File: src/rtl/down_counter.sv
// Loadable binary countdown timer with one-shot or auto-reload operation.
// The decrement is a ripple of full_adder cells adding all-ones (two's-complement -1).

module full_adder (
  input  logic i_a,
  input  logic i_b,
  input  logic i_cin,
  output logic o_sum,
  output logic o_cout
);

  assign o_sum  = i_a ^ i_b ^ i_cin;
  assign o_cout = (i_a & i_b) | (i_cin & (i_a ^ i_b));

endmodule

module down_counter #(
  parameter int WIDTH = 4
) (
  input  logic             clock,
  input  logic             reset,
  input  logic             load,
  input  logic [WIDTH-1:0] load_value,
  input  logic             enable,
  input  logic             auto_reload,
  output logic [WIDTH-1:0] count,
  output logic             busy,
  output logic             zero,
  output logic             done
);

  typedef enum logic {
    IDLE = 1'b0,
    RUN  = 1'b1
  } state_t;

  state_t           r_state;
  logic [WIDTH-1:0] r_count;
  logic [WIDTH-1:0] r_reload;
  logic             r_busy;
  logic             r_done;

  logic [WIDTH-1:0] w_dec;
  logic [WIDTH:0]   w_carry;
  logic             w_terminal;
  logic             w_load_nonzero;

  // count + 2^WIDTH-1; the final carry is set exactly when count is non-zero.
  assign w_carry[0] = 1'b0;

  for (genvar i = 0; i < WIDTH; i++) begin : g_dec
    full_adder u_fa (
      .i_a    (r_count[i]),
      .i_b    (1'b1),
      .i_cin  (w_carry[i]),
      .o_sum  (w_dec[i]),
      .o_cout (w_carry[i+1])
    );
  end

  assign w_terminal     = (r_count == WIDTH'(1));
  assign w_load_nonzero = (load_value != '0);

  // NOTE: all state below uses non-blocking assignments so every register
  // samples the pre-edge values; blocking here would chain updates within one edge.
  always_ff @(posedge clock) begin
    if (reset) begin
      r_state  <= IDLE;
      r_count  <= '0;
      r_reload <= '0;
      r_busy   <= 1'b0;
      r_done   <= 1'b0;
    end else begin
      r_done <= 1'b0;
      if (load) begin
        r_count  <= load_value;
        r_reload <= load_value;
        if (w_load_nonzero) begin
          r_state <= RUN;
          r_busy  <= 1'b1;
        end else begin
          r_state <= IDLE;
          r_busy  <= 1'b0;
        end
      end else begin
        case (r_state)
          IDLE: begin
            r_busy <= 1'b0;
          end
          RUN: begin
            if (enable) begin
              if (w_terminal) begin
                r_done <= 1'b1;
                if (auto_reload) begin
                  r_count <= r_reload;
                end else begin
                  r_count <= '0;
                  r_state <= IDLE;
                  r_busy  <= 1'b0;
                end
              end else if (!w_carry[WIDTH]) begin
                // Unreachable zero in RUN: park safely rather than wrap.
                r_state <= IDLE;
                r_busy  <= 1'b0;
              end else begin
                r_count <= w_dec;
              end
            end
          end
          default: begin
            r_state <= IDLE;
            r_busy  <= 1'b0;
          end
        endcase
      end
    end
  end

  assign count = r_count;
  assign busy  = r_busy;
  assign done  = r_done;
  assign zero  = ~w_carry[WIDTH];

endmodule

File: config.mk
export PLATFORM = sky130hd
export DESIGN_NAME = down_counter
export DESIGN_NICKNAME = d
export VERILOG_FILES = /design/src/rtl/down_counter.sv
export SDC_FILE = /design/constraint.sdc
export NUM_CORES = 1
export LEC_CHECK = 0
export CAP_MARGIN = 30
export CORE_UTILIZATION = 30
export DETAILED_ROUTE_END_ITERATION = 10
export SLEW_MARGIN = 20
export SYNTH_ARGS = -nofsm -noshare
export SYNTH_HDL_FRONTEND = slang
export SYNTH_SLANG_ARGS = --single-unit
File: constraint.sdc
create_clock -name clock -period 2 [get_ports clock]
set_clock_uncertainty 0.1 [all_clocks]
set_input_delay 0.2 -clock clock [delete_from_list [all_inputs] [get_ports clock]]
set_output_delay 0.2 -clock clock [all_outputs]
set_load 0.02 [all_outputs]
==> results of run 1 <==
==> registers in the layout, indices dropped and copies added (netlist names) <==
| signal | count |
|---|---|
| r_state | 1 |
| r_reload | 4 |
| done | 1 |
| busy | 1 |
| count | 4 |
==> area by class of cell <==
cell class / instances / area, um^2 / share of cell area, %
clock buffers: 4 / 26.3 / 2.87
well taps: 28 / 35.0 / 3.83
flip-flops and latches: 11 / 221 / 24.2
inverters: 8 / 30.0 / 3.28
repair buffers: 19 / 179 / 19.5
multi-input cells: 52 / 424 / 46.3
==> worst register-to-register path, stage by stage, from the launching register on <==
cell and delay (ps):
dfxtp_1 330, buf_4 140, ha_1 180, or3b_4 400, a21oi_1 360, a211oi_1 140
==> placed cells by master, fill, tap and decap left out <==
cell type	synthesis	final
clkbuf_1	1	1
nand2b_1	1	1
mux2i_1	4	4
or3b_4	1	1
nand2_1	4	4
clkdlybuf4s50_1	0	14
a211o_1	5	5
buf_4	4	4
a211oi_1	8	8
o21a_1	1	1
a211o_2	1	1
ha_1	5	5
mux2_2	4	4
or2_2	1	1
dfxtp_2	0	1
inv_1	8	8
nor3b_2	1	1
a21oi_1	2	2
dfxtp_1	11	10
nor4b_1	5	5
a31oi_1	1	1
nor2_1	4	4
clkbuf_4	0	3
nor3_1	1	1
o41ai_1	1	1
dlygate4sd2_1	0	1
nand3b_1	2	2
==> worst paths after layout <==
| kind | from | end | slack (ps) | cells after the start |
|---|---|---|---|---|
| hold / removal | r_reload[2]$_SDFFE_PP0P_ | r_reload[2]$_SDFFE_PP0P_ | 400 | 2 |
| setup reg to reg | count[0]$_SDFFE_PP0P_ | count[2]$_SDFFE_PP0P_ | 220 | 5 |
| setup / recovery | count[1]$_SDFFE_PP0P_ | zero | 110 | 5 |
| hold reg to reg | r_reload[2]$_SDFFE_PP0P_ | r_reload[2]$_SDFFE_PP0P_ | 400 | 2 |
==> power by group <==
group | total (mW) | internal, mW | switching, mW
sequential | 0.250 | 0.236 | 0.0141
combinational | 0.199 | 0.105 | 0.0939
clock | 0.148 | 0.0770 | 0.0709
==> logic make-up (layout without fill, tap and decap cells) <==
group	Yosys count	after routing	share of synthesized area (%)
muxes	8	8	11.8
adders and majority gates	5	5	8.71
DFF	11	11	30.7
AOI/OAI and AO/OA	19	19	20.4
buffers and inverters	15	31	10.3
and+or+nand+nor	20	20	18.1
==> layer usage <==
layer	vias up	global-route usage (%)	wire, um
li1	316	-	-
met1	290	14.5	731
met2	19	20.8	696
met3	2	2.68	73
met4	0	8.33	14
met5	-	0	0
==> synthesized netlist by cell type <==
library cell	n
dfxtp_1	11
a211oi_1	8
inv_1	8
a211o_1	5
ha_1	5
nor4b_1	5
buf_4	4
mux2_2	4
mux2i_1	4
nand2_1	4
nor2_1	4
a21oi_1	2
buf_2	2
nand3b_1	2
a211o_2	1
a31oi_1	1
clkbuf_1	1
nand2b_1	1
nor3_1	1
nor3b_2	1
o21a_1	1
o41ai_1	1
or2_2	1
or3b_4	1
==> metrics by stage <==
step	instances	area (um^2)	power (mW)	hold WS (ps)
after global placement	118	890	0.455	384
after CTS	122	915	0.607	411
final	122	916	0.597	401
after detailed placement	118	890	0.457	394
after floorplan	78	718	0.389	247
after global routing	122	916	0.638	450
==> timing repair <==
item	4_1_cts	5_1_grt
pin swaps	0	0
hold endpoints to repair	0	0
setup endpoints to repair	1	1
gates resized for setup	1	1
buffers inserted	0	0
==> impl_metrics.ini, run 1 <==
[timing]
totalNegativeSetupSlack_ps = 0
worst_slew_pin_slew_ps = 501
slew_headroom_pct = 66.2
final.period_utilization_pct = 94.5
fin_ws_ps = 109
fin_crit_ps = 1890
setup_viol = 0
rsz0062_at_grt = false
max_freq_mhz = 529
drv_slew = 0
finalHoldViolCount = 0

[floorplanning]
start_util_pct = 32.2
rows = 17
coreArea_um2 = 2230
num_io_pins = 16
dieArea_um2 = 2590
dieHeight_um = 50.9
die_w_um = 50.9

[global_routing]
first_global_vias = 604
grt.overflow.total = 0
grt_max_degree = 18
track_usage_pct = 12.6
grt_pass1_wl_um = 2420
antenna_found_initial = 0

[yosys]
synth_area_leader_cell = dfxtp_1
synth_cells = 78
synth_area_leaders = dfxtp_1 31%, ha_1 8.7%, a211oi_1 8.4%
ys_seq_area_share_pct = 30.7
syn_nets = 92
synth_warnings = 0
synth_cell_types = 24
synth.cell_area_um2 = 718
synth_top_area_share_pct = 30.7
avgSynthCellArea_um2 = 9.21
ys_ff_latch = 11

[clock_network]
htreeDepth = 1
clk_path_buf_depth = 2
clock_sinks = 11
clk_latency_ps = 260
root_buffer = clkbuf_4
cts_tree = done
postCtsHoldBufs = 0
path_clk_slew_ps = 70
cts_inserted_buffers = 3

[pwr]
leakagePower_nw = 0.361
ir_drop_uv = 317
p_per_area_nw_per_um2 = 652

[setup_path]
worst-path-buf-inv = 2
setup.worst_path.class = flip-flop to output port
endpoint_kind = output port
crit_family = adder cells
cpMaxStageDelayCell = dfxtp_2
crit_fanout = 4
worstPathCellList = inv_1 -> ha_1 -> ha_1 -> ha_1 -> dlygate4sd2_1
crit_required_ps = 1700
slowest_delay_ps = 350
path_common_cell = ha_1
start_kind = flip-flop
arrival_ps = 1590

[route]
drc = 0
via_per_inst = 5.14
ant_nets = 0
dr.pass1.iters = 4
avgRoutedWirePerCell_um = 12.4
detail_route.iter0.violations = 13
vias = 627
totalWireLength_um = 1520

[run_status]
status = finished clean

[layout]
antenna_cells = 0
syn2layout_area_growth_pct = 27.5
fin_util_pct = 41.0
nets = 109
fillerInstances = 246
drive_gt1_share_pct = 17.0

[run]
maxCapViolCount = 0

[placed_design]
post-place-ws_ps = 127
gp_congestion = 0.864
port_buffers = 15
dp_hpwl_um = 1170

[min_path]
hp-class = flip-flop to flip-flop
Note: power is estimated with default switching activity, not from simulation.
==> run 2: changes to the inputs <==
--- a/config.mk
+++ b/config.mk
@@ -7,6 +7,7 @@
 export LEC_CHECK = 0
 export CAP_MARGIN = 30
 export CORE_UTILIZATION = 30
+export CTS_CLUSTER_DIAMETER = 150
 export DETAILED_ROUTE_END_ITERATION = 10
 export SLEW_MARGIN = 20
 export SYNTH_ARGS = -nofsm -noshare
==> results of run 2 <==
Final layout, timing and power as in run 1 (identical DEF).
==> run 3: changes to the inputs <==
--- a/config.mk
+++ b/config.mk
@@ -9,6 +9,7 @@
 export CORE_UTILIZATION = 30
 export CTS_CLUSTER_DIAMETER = 150
 export DETAILED_ROUTE_END_ITERATION = 10
+export GPL_ROUTABILITY_DRIVEN = 0
 export SLEW_MARGIN = 20
 export SYNTH_ARGS = -nofsm -noshare
 export SYNTH_HDL_FRONTEND = slang
==> results of run 3 <==
Final layout, timing and power as in run 1 (identical DEF).
